File: src/rtl/serial_adder_if.sv
// Handshake and operand/result bundle for serial_adder.
// The SUB signal exists only when SERIAL_ADDER_SUB_EN is defined.
interface serial_adder_if #(
  parameter int WIDTH = 8
);
  logic             START;
  logic [WIDTH-1:0] A;
  logic [WIDTH-1:0] B;
  logic             C_in;
`ifdef SERIAL_ADDER_SUB_EN
  logic             SUB;
`endif
  logic             BUSY;
  logic             DONE;
  logic [WIDTH-1:0] S;
  logic             C_out;
  logic             OVF;

`ifdef SERIAL_ADDER_SUB_EN
  modport master (output START, A, B, C_in, SUB, input BUSY, DONE, S, C_out, OVF);
  modport slave  (input START, A, B, C_in, SUB, output BUSY, DONE, S, C_out, OVF);
`else
  modport master (output START, A, B, C_in, input BUSY, DONE, S, C_out, OVF);
  modport slave  (input START, A, B, C_in, output BUSY, DONE, S, C_out, OVF);
`endif
endinterface

File: src/rtl/serial_adder.sv
// Bit-serial adder: one full-adder cell and one carry flop reused over WIDTH cycles.
// Optional subtract mode (SUB port) is built when SERIAL_ADDER_SUB_EN is defined.
module serial_adder #(
  parameter int WIDTH = 8
) (
  input logic           CLK,
  input logic           RST,
  serial_adder_if.slave bus
);

  localparam int CW = (WIDTH > 1) ? $clog2(WIDTH) : 1;
  localparam logic [CW-1:0] CNT_LAST = CW'(WIDTH - 1);
  localparam logic [CW-1:0] CNT_ONE  = CW'(1);

  typedef enum logic [0:0] {
    ST_IDLE = 1'b0,
    ST_RUN  = 1'b1
  } state_e;

  function automatic logic fa_sum(input logic a, input logic b, input logic c);
    return a ^ b ^ c;
  endfunction

  function automatic logic fa_carry(input logic a, input logic b, input logic c);
    return (a & b) | (a & c) | (b & c);
  endfunction

  state_e           state_q, state_d;
  logic [WIDTH-1:0] a_q, a_d;
  logic [WIDTH-1:0] b_q, b_d;
  logic [WIDTH-1:0] sum_q, sum_d;
  logic             carry_q, carry_d;
  logic [CW-1:0]    cnt_q, cnt_d;
  logic [WIDTH-1:0] s_q, s_d;
  logic             cout_q, cout_d;
  logic             ovf_q, ovf_d;
  logic             done_q, done_d;
  logic             busy_q, busy_d;

  logic [WIDTH-1:0] b_in;
  logic             c_in;
  logic             bit_s;
  logic             bit_c;

  // Operand B and carry-in as captured on the accepting edge.
  always_comb begin
    b_in = bus.B;
    c_in = bus.C_in;
`ifdef SERIAL_ADDER_SUB_EN
    // Subtract as A + ~B + 1.
    if (bus.SUB) begin
      b_in = ~bus.B;
      c_in = 1'b1;
    end else begin
      b_in = bus.B;
      c_in = bus.C_in;
    end
`endif
  end

  // Next-state, datapath and output logic of the serial FSM.
  always_comb begin
    state_d = state_q;
    a_d     = a_q;
    b_d     = b_q;
    sum_d   = sum_q;
    carry_d = carry_q;
    cnt_d   = cnt_q;
    s_d     = s_q;
    cout_d  = cout_q;
    ovf_d   = ovf_q;
    done_d  = 1'b0;
    busy_d  = busy_q;
    bit_s   = fa_sum(a_q[0], b_q[0], carry_q);
    bit_c   = fa_carry(a_q[0], b_q[0], carry_q);

    case (state_q)
      ST_IDLE: begin
        if (bus.START) begin
          state_d = ST_RUN;
          busy_d  = 1'b1;
          a_d     = bus.A;
          b_d     = b_in;
          carry_d = c_in;
          sum_d   = {WIDTH{1'b0}};
          cnt_d   = {CW{1'b0}};
        end else begin
          state_d = ST_IDLE;
          busy_d  = 1'b0;
        end
      end
      ST_RUN: begin
        sum_d   = {bit_s, sum_q[WIDTH-1:1]};
        a_d     = {1'b0, a_q[WIDTH-1:1]};
        b_d     = {1'b0, b_q[WIDTH-1:1]};
        carry_d = bit_c;
        if (cnt_q == CNT_LAST) begin
          // carry_q here is the carry into the MSB, so it feeds overflow directly.
          state_d = ST_IDLE;
          busy_d  = 1'b0;
          done_d  = 1'b1;
          s_d     = {bit_s, sum_q[WIDTH-1:1]};
          cout_d  = bit_c;
          ovf_d   = carry_q ^ bit_c;
          cnt_d   = {CW{1'b0}};
        end else begin
          state_d = ST_RUN;
          cnt_d   = cnt_q + CNT_ONE;
        end
      end
      default: begin
        state_d = ST_IDLE;
        busy_d  = 1'b0;
      end
    endcase
  end

  // State and datapath registers with asynchronous reset.
  always_ff @(posedge CLK or posedge RST) begin
    if (RST) begin
      state_q <= ST_IDLE;
      a_q     <= {WIDTH{1'b0}};
      b_q     <= {WIDTH{1'b0}};
      sum_q   <= {WIDTH{1'b0}};
      carry_q <= 1'b0;
      cnt_q   <= {CW{1'b0}};
      s_q     <= {WIDTH{1'b0}};
      cout_q  <= 1'b0;
      ovf_q   <= 1'b0;
      done_q  <= 1'b0;
      busy_q  <= 1'b0;
    end else begin
      state_q <= state_d;
      a_q     <= a_d;
      b_q     <= b_d;
      sum_q   <= sum_d;
      carry_q <= carry_d;
      cnt_q   <= cnt_d;
      s_q     <= s_d;
      cout_q  <= cout_d;
      ovf_q   <= ovf_d;
      done_q  <= done_d;
      busy_q  <= busy_d;
    end
  end

  assign bus.BUSY  = busy_q;
  assign bus.DONE  = done_q;
  assign bus.S     = s_q;
  assign bus.C_out = cout_q;
  assign bus.OVF   = ovf_q;

endmodule
File: src/flat_wrapper.sv
// flat-port wrapper written by rule: the top's interface ports become plain ports
module serial_adder_flat 
#(
  parameter int WIDTH = 8
)
  (CLK, RST, bus_START, bus_A, bus_B, bus_C_in, bus_BUSY, bus_DONE, bus_S, bus_C_out, bus_OVF);
  serial_adder_if #(.WIDTH(WIDTH)) bus_i ();
  input logic CLK;
  input logic RST;
  input wire logic [$bits(bus_i.START)-1:0] bus_START;
  input wire logic [$bits(bus_i.A)-1:0] bus_A;
  input wire logic [$bits(bus_i.B)-1:0] bus_B;
  input wire logic [$bits(bus_i.C_in)-1:0] bus_C_in;
  output wire logic [$bits(bus_i.BUSY)-1:0] bus_BUSY;
  output wire logic [$bits(bus_i.DONE)-1:0] bus_DONE;
  output wire logic [$bits(bus_i.S)-1:0] bus_S;
  output wire logic [$bits(bus_i.C_out)-1:0] bus_C_out;
  output wire logic [$bits(bus_i.OVF)-1:0] bus_OVF;
  assign bus_i.START = bus_START;
  assign bus_i.A = bus_A;
  assign bus_i.B = bus_B;
  assign bus_i.C_in = bus_C_in;
  assign bus_BUSY = bus_i.BUSY;
  assign bus_DONE = bus_i.DONE;
  assign bus_S = bus_i.S;
  assign bus_C_out = bus_i.C_out;
  assign bus_OVF = bus_i.OVF;
  serial_adder #(.WIDTH(WIDTH)) u_core (.CLK(CLK), .RST(RST), .bus(bus_i));
endmodule
File: config.mk
export PLATFORM = sky130hd
export DESIGN_NAME = serial_adder_flat
export DESIGN_NICKNAME = d
export VERILOG_FILES = /design/src/rtl/serial_adder_if.sv /design/src/rtl/serial_adder.sv /design/src/flat_wrapper.sv
export SDC_FILE = /design/constraint.sdc
export NUM_CORES = 1
export LEC_CHECK = 0
export CORE_UTILIZATION = 40
export DETAILED_ROUTE_END_ITERATION = 8
export PLACE_DENSITY_LB_ADDON = 0.1
export SYNTH_ARGS = -nofsm -noshare
export SYNTH_HDL_FRONTEND = slang
export SYNTH_SLANG_ARGS = --single-unit
File: constraint.sdc
create_clock -name CLK -period 2 [get_ports CLK]
set_input_delay 0.3 -clock CLK [delete_from_list [all_inputs] [get_ports CLK]]
set_output_delay 0.3 -clock CLK [all_outputs]
set_load 0.03 [all_outputs]
-- After elaboration in Yosys (flattened, before gate mapping)
Index checks and enable logic that the tools add are counted.
- register bits after elaboration: 41
- bits in latches: 0
- bits of input ports: 20
- ROM bits: 0
- memories kept: 0
- RAM bits: 0
- output and inout bits: 12
- logic and storage cells: 43
- divide/modulo/power cells: 0
- reduce and logical (&&, ||, !) cells: 1
- shifts and indexed selects: 0
- multiply operators: 0
- bitwise logic cells: 9
- equal/unequal tests: 3
- muxes and demuxes: 18
- order comparisons: 0
- add/sub/neg operators: 1
- operators by type and width (operator ; count):
    $pmux 8 s2 ; 3
    $mux 8 ; 3
    $mux 1 ; 6
    $mux 3 ; 2
    $pmux 1 s2 ; 3
    $pmux 3 s2 ; 1
    $ne 2x2->1 const B ; 2
    $add 3x1->3 const B ; 1
    $and 1x1->1 ; 3
    $eq 3x3->1 const B ; 1
    $xor 1x1->1 ; 3
    $or 1x1->1 ; 2
    $reduce_and 2->1 ; 1
    $not 1->1 ; 1

-- Depth between registers and ports, before layout
Gate-level depths: netlist (run 1).
- depth in word-level cells: 4
- gate-level depth with buffers: 5
- mapped depth without buffers: 4

-- Worst setup path before layout (run 1)
OpenSTA, ideal clock, no wires.
- path kind: register -> register
- start point: register u_core.cnt_q[0]
- end point: register u_core.cout_q, in the netlist u_core.bus.C_out
- period minus slack after synthesis: 1.449 ns
- path buffers: 1
- data required time: 1.875 ns
- stages on the path, launching flop included: 6
- slack: 0.551 ns
- data arrival time: 1.324 ns
- setup time: 0.125 ns
- cells stage by stage: dfrtp_1 -> ha_1 -> ha_1 -> nand2_4 -> buf_6 -> mux2_4
- longest elaborated chain between the ends: 2
- RTL lines (element ; RTL line ; source):
    from (decl) ; serial_adder.sv:33 ; logic [CW-1:0] cnt_q, cnt_d;
    from (signal assigned) ; serial_adder.sv:126 ; cnt_q <= {CW{1'b0}};
    from (signal assigned) ; serial_adder.sv:138 ; cnt_q <= cnt_d;
    $eq 3x3->1 ; serial_adder.sv:97 ; if (cnt_q == CNT_LAST) begin
    $reduce_and 2->1 (no source line) ; - ;
    to (signal assigned) ; serial_adder.sv:140 ; cout_q <= cout_d;
    to (decl) ; serial_adder.sv:35 ; logic cout_q, cout_d;
No other way between the ends.
A chain may end at the register's enable or synchronous reset.

-- Worst setup path after layout (run 1)
- start point: register u_core.busy_q, in the netlist u_core.bus.BUSY
- end point: output port bus_BUSY
- RTL lines (element ; RTL line ; source):
    from (decl) ; serial_adder.sv:38 ; logic busy_q, busy_d;
    from (signal assigned) ; serial_adder.sv:143 ; busy_q <= busy_d;
    to (decl) ; flat_wrapper.sv:14 ; output wire logic [$bits(bus_i.BUSY)-1:0] bus_BUSY;
No word-level cell between the ends.

==> results by group, run 1 <==
Logic synthesis
  • Count leader, synth: dfrtp_1
  • Commonest register cell after synthesis: dfrtp_1
  • Mapped Nets: 173
  • Area leader, netlist: dfrtp_1
  • Post-synth cell types: 23
  • Synth Cell Area: 0.00180 mm^2
  • Sequential fraction of the synthesis area: 0.557
  • Mean Syn Cell Area: 12.1 um^2
  • Synth top cells by count: dfrtp_1, nand2_1, mux2i_1
  • Top cell type's share of synthesized area: 0.557
  • Synth Instances: 149
  • Yosys Warn Count: 0
  • Synth async-reset ratio: 1.00
  • Synth top area cells: dfrtp_1, mux2i_1, mux2_4
  • Yosys reg bits: 40
  • Number of synthesized flops with an enable pin: 0

Die
  • Die H: 69.0 um
  • Cell Rows: 23
  • Die area: 0.00476 mm^2
  • Initial Utilization: 0.433
  • Core area: 0.00414 mm^2
  • Die X: 69.0 um
  • Io pins: 32

Route
  • Iteration-0 DRC Markers: 28
  • Detailed-route via count: 1147
  • TritonRoute pass-1 iters: 4
  • Via density: 4.94
  • Drt drc: 0
  • Final ANT Viol Nets: 0
  • WL/cell: 12.4 um
  • Total Wirelength: 2.87 mm

Placed design
  • Hpwl dp: 2.00 mm
  • # port buffers: 31
  • Final RePlAce weighted congestion: 0.718

Critical path
  • Reg2Reg Depth: 4
  • R2r setup slk: 480 ps
  • Worst r2r src: u_core.cnt_q[0]
  • Worst path cell trace: clkdlybuf4s50_1
  • Worst endpoint data arrival time: 1310 ps
  • CP endpoint kind: output pin
  • Buf+Inv Stages, Crit Path: 1
  • Startpoint types: flop
  • Levels on crit path: 1
  • CP startpoint: u_core.bus.BUSY
  • Slowest cell delay on critical path: 670 ps
  • CP max stage cell: clkdlybuf4s50_1
  • Worst EP required: 1700 ps
  • Critical path's top delay family: buffers and inverters
  • RR Endpoint: u_core.bus.S[3]
  • Critical Path Fanout Max: 2
  • Crit path to: bus_BUSY
  • Setup CP Type: flop to output pin

Clock tree
  • CTS tree: yes
  • Hold buffer count at CTS: 0
  • Later-pin clock latency in the skew report: 280 ps
  • Gates resized, CTS repair: 0
  • Clk root buf: clkbuf_8
  • CTS H-Tree Depth: 2
  • Clk slew on worst S/H paths: 70 ps
  • CTS Buf Count: 5
  • Sink Count: 40
  • Post-CTS Repair Setup Buffers: 0
  • Max clock buf depth: 2

GRT
  • Gr ovfl total: 0
  • Initial antenna violation count: 0
  • Total GRT Usage: 0.143
  • Largest net degree at the start of global routing: 41
  • Number of global-route vias before repair: 1164
  • First-pass GRT wire length: 4.97 mm

Pwr
  • Design Power: 3.09 mW
  • Worst IR drop on VDD: 0.623 mV
  • Lkg Pwr: 1.07 nW
  • Power Dens Cells: 1400 mW/mm^2

STA
  • Setup TNS: 0 ps
  • Worst slew pin tran: 499 ps
  • F_max: 0.623 GHz
  • Clk_skew: 4.29 ps
  • Hold Vio Cnt, Final: 0
  • RSZ-0062 raised after global routing: false
  • Period Utilization, post-route: 0.803
  • Post-layout min period: 1610 ps
  • Slew headroom: 0.667
  • Setup Viol. Count Final: 0
  • Final Max Slew Viols: 0

Cells and area
  • Layout Nets: 205
  • Fraction of layout cells with a size suffix above 1: 0.115
  • Ant diodes: 0
  • Layout area overhead: 23.3%

Min path
  • Worst min-delay path class: input port to async pin

Run status
  • Status: complete, no violations

Flow run
  • # Max-Cap Violations: 0
[routing by layer]
layer | vias to the layer above | GRT usage | routed length [um]
met5 | - | 0 | 0
met4 | 0 | 0.0587 | 46
met3 | 7 | 0.0444 | 114
met2 | 27 | 0.234 | 1390
met1 | 551 | 0.174 | 1320
li1 | 562 | - | -
[how the worst min path moves through the flow]
stage	end	slack, ps	depth (start not counted)	from
detailed placement	u_core.a_q[1]	470	2	u_core.a_q[2]
CTS	u_core.state_q	470	3	RST
finish	u_core.bus.DONE	440	3	RST
floorplan	u_core.a_q[6]	450	2	u_core.a_q[7]
global route	u_core.b_q[4]	510	2	u_core.b_q[5]
global placement	u_core.b_q[1]	470	2	u_core.b_q[2]
[layout make-up]
type,instances,area [um^2]
Fill cell,384,1930
Timing Repair Buffer,35,353
Clock buffer,8,90.1
Inverter,4,15.0
Tap cell,50,62.6
Multi-Input combinational cell,95,693
Sequential cell,40,1000
[worst min-delay path, cell delays in order]
cell and delay [ps]:
clkdlybuf4s50_1 400, inv_1 50, buf_4 420
[flip-flops by register name, summed over array words and instances (netlist names)]
register	flops
u_core.a_q	8
u_core.b_q	8
u_core.bus.BUSY	1
u_core.bus.C_out	1
u_core.bus.DONE	1
u_core.bus.OVF	1
u_core.bus.S	8
u_core.carry_q	1
u_core.cnt_q	3
u_core.state_q	1
u_core.sum_q	7
[logic make-up (layout without fill, tap and decap cells)]
kind of cell	Yosys count	after routing	synth area share
XOR/XNOR	1	1	0.00488
AND/OR/NAND/NOR	36	36	0.0913
multiplexers	27	27	0.176
adder cells (fa/ha/maj)	4	4	0.0321
buffers and inverters	14	47	0.0564
AO/OA/AOI/OAI	27	27	0.0815
flip-flops	40	40	0.557
[stage by stage]
step	util	instance area [um^2]	instances	hold WS, ps	setup WS, ps
2_1_floorplan	-	1800	149	449	551
3_3_place_gp	0.513	2120	224	469	524
3_5_place_dp	0.513	2120	224	474	486
4_1_cts	0.534	2210	232	467	374
5_1_grt	0.534	2210	232	511	325
6_report	0.534	2210	232	444	394
[layout by cell type (no fill, tap or decap), drive strengths merged]
cell,n
dfrtp,40
fa,1
o22ai,1
clkbuf,8
nand2b,7
mux2i,17
inv,4
a21o,1
o21ai,22
xor2,1
ha,3
o32ai,1
a21oi,1
nor3b,1
a22o,1
nand2,25
nor2,3
buf,4
clkdlybuf4s50,31
mux2,10
[power by group]
group	switching [mW]	total, mW	internal, mW
clock network	0.255	0.536	0.281
logic	0.626	1.24	0.610
registers	0.197	1.32	1.13
total	1.08	3.09	2.02
No activity file was read; power rests on OpenSTA's default activity.
==> run 2: changes to the inputs <==
==> constraint.sdc (replaced) <==
create_clock -name CLK -period 1.36 [get_ports CLK]
set_input_delay 0.204 -clock CLK [delete_from_list [all_inputs] [get_ports CLK]]
set_output_delay 0.204 -clock CLK [all_outputs]
set_load 0.03 [all_outputs]
==> run 2 against run 1 <==
  * Flip-flop and latch count stayed put
  * Power is 61% higher
  * Via count is 3.8% higher
  * Critical path type is now flop to flop
  * Highest routed layer unchanged
==> results by group, run 2 (synthesis gave the netlist of run 1 again) <==
Route
  • Via density: 4.96 (was 4.94)
  • Total Wirelength: 3.12 mm (was 2.87 mm)
  • Drt drc: 0 (unchanged)
  • Iteration-0 DRC Markers: 67 (was 28)
  • WL/cell: 13.0 um (was 12.4 um)
  • Final ANT Viol Nets: 0 (unchanged)
  • TritonRoute pass-1 iters: 4 (unchanged)
  • Detailed-route via count: 1191 (was 1147)

Critical path
  • CP endpoint kind: flop (was output pin)
  • Critical Path Fanout Max: 5 (was 2)
  • Buf+Inv Stages, Crit Path: 0 (was 1)
  • Worst path cell trace: ha_2 > ha_4 > nand2_4 > mux2_4 (was clkdlybuf4s50_1)
  • Slowest cell delay on critical path: 390 ps (was 670 ps)
  • CP max stage cell: dfrtp_1 (was clkdlybuf4s50_1)
  • Setup CP Type: flop to flop (was flop to output pin)
  • Critical path's top delay family: adder cells (was buffers and inverters)
  • Worst endpoint data arrival time: 1510 ps (was 1310 ps)
  • Startpoint types: flop (unchanged)
  • Worst EP required: 1540 ps (was 1700 ps)

STA
  • Period Utilization, post-route: 0.980
  • RSZ-0062 raised after global routing: true (was false)
  • Slew headroom: 0.743 (was 0.667)
  • F_max: 0.750 GHz
  • Final Worst Setup Slack: 27.1 ps (was 394 ps)
  • Post-layout min period: 1330 ps
  • Clk_skew: 4.01 ps (was 4.29 ps)
  • Hold Vio Cnt, Final: 0 (unchanged)
  • Worst slew pin tran: 386 ps (was 499 ps)
  • Setup TNS: 0 ps (unchanged)
  • Final Max Slew Viols: 0 (unchanged)
  • Setup Viol. Count Final: 0 (unchanged)

Cells and area
  • Ant diodes: 0 (unchanged)
  • Post-layout instance count excluding filler cells: 240 (was 232)
  • Fraction of layout cells with a size suffix above 1: 0.184 (was 0.115)
  • Commonest non-fill, non-tap cell in the layout: dfrtp_1 (unchanged)
  • Layout Nets: 213 (was 205)
  • Final core utilization: 0.569 (was 0.534)
  • Commonest cells after routing, fill and taps aside: dfrtp_1, nand2_1, clkdlybuf4s50_1 (was dfrtp_1, clkdlybuf4s50_1, nand2_1)
  • Layout area overhead: 31.4% (was 23.3%)

Die
  • Initial Utilization: 0.433 (unchanged)
  • Cell Rows: 23 (unchanged)
  • Die X: 69.0 um (unchanged)
  • Die H: 69.0 um (unchanged)
  • Io pins: 32 (unchanged)
  • Die area: 0.00476 mm^2 (unchanged)
  • Core area: 0.00414 mm^2 (unchanged)

Min path
  • Worst min-delay path class: input port to async pin (unchanged)

Placed design
  • Final RePlAce weighted congestion: 0.743 (was 0.718)
  • Placed insts: 229 (was 224)
  • # port buffers: 31 (unchanged)
  • Dpl ws: -50.6 ps (was 486 ps)
  • Hpwl dp: 2.09 mm (was 2.00 mm)

Pwr
  • Design Power: 4.99 mW (was 3.09 mW)
  • Worst IR drop on VDD: 0.830 mV (was 0.623 mV)
  • Lkg Pwr: 1.18 nW (was 1.07 nW)
  • Power Dens Cells: 2110 mW/mm^2 (was 1400 mW/mm^2)

Clock tree
  • Clk slew on worst S/H paths: 80 ps (was 70 ps)
  • Max clock buf depth: 2 (unchanged)
  • CTS H-Tree Depth: 2 (unchanged)
  • Sink Count: 40 (unchanged)
  • Clk root buf: clkbuf_8 (unchanged)
  • CTS tree: yes (unchanged)
  • CTS Buf Count: 5 (unchanged)
  • Later-pin clock latency in the skew report: 290 ps (was 280 ps)

GRT
  • Number of global-route vias before repair: 1228 (was 1164)
  • Largest net degree at the start of global routing: 41 (unchanged)
  • First-pass GRT wire length: 5.38 mm (was 4.97 mm)
  • Gr ovfl total: 0 (unchanged)
  • Total GRT Usage: 0.160 (was 0.143)
  • Initial antenna violation count: 0 (unchanged)

Run status
  • Status: complete, no violations (unchanged)

Flow run
  • # Max-Cap Violations: 0 (unchanged)
run 2: changes by cell type in the layout (fill, tap and decap cells not counted), sizes merged:
cell	delta
nand2	+1
clkdlybuf4s50	-12
buf	+7
bufinv	+1
dlygate4sd2	+12
clkbuf	-1
run 2: worst paths after layout:
kind	slack, ps	to	start	depth (start not counted)
worst max register to register	30	u_core.bus.S[1]	u_core.cnt_q[0]	4
min in group CLK	490	u_core.b_q[0]	u_core.b_q[1]	2
worst max-delay path	30	u_core.bus.S[1]	u_core.cnt_q[0]	4
max in group asynchronous	900	u_core.cnt_q[2]	RST	3
worst min-delay path	270	u_core.bus.OVF	RST	3
worst min register to register	490	u_core.b_q[0]	u_core.b_q[1]	2
run 2: power by group:
| part | internal [mW] | total, mW | switching, mW |
|---|---|---|---|
| clock network | 0.647 | 1.04 | 0.396 |
| registers | 1.65 | 1.98 | 0.323 |
| logic | 0.987 | 1.97 | 0.983 |
| total | 3.29 | 4.99 | 1.70 |
run 2: cell type report:
cell class | count | area (um^2)
Inverter | 4 | 15.0
Tap cell | 50 | 62.6
Clock buffer | 7 | 96.3
Timing Repair Buffer | 42 | 415
Fill cell | 363 | 1780
Multi-Input combinational cell | 96 | 739
Clock inverter | 1 | 30.0
Sequential cell | 40 | 1000
run 2: repair_timing:
item                       CTS  global route
hold buffers                 0             0
cloned                       1             0
setup buffers                1             1
pin swaps                    0             3
setup endpoints to repair   22             4
resized for setup           13             2
run 2: per-layer routing:
metal	global-route usage	vias to the layer above	part of all wire
li1	-	581	-
met1	0.189	577	0.45
met2	0.266	25	0.49
met3	0.0395	8	0.036
met4	0.0842	0	0.020
met5	0	-	0
run 2: through the flow:
| stage | hold slack, ps | cell area [um^2] |
|---|---|---|
| final | 272 | 2360 |
| after global routing | 312 | 2360 |
| after CTS | 278 | 2340 |
| after floorplan | 360 | 1820 |
| after detailed placement | 473 | 2200 |
| after global placement | 468 | 2200 |
run 2: worst reg2reg max path, stage by stage, from the launching register on:
cell	delay (ps)
dfrtp_1	390
ha_2	220
ha_4	200
nand2_4	120
mux2_4	300
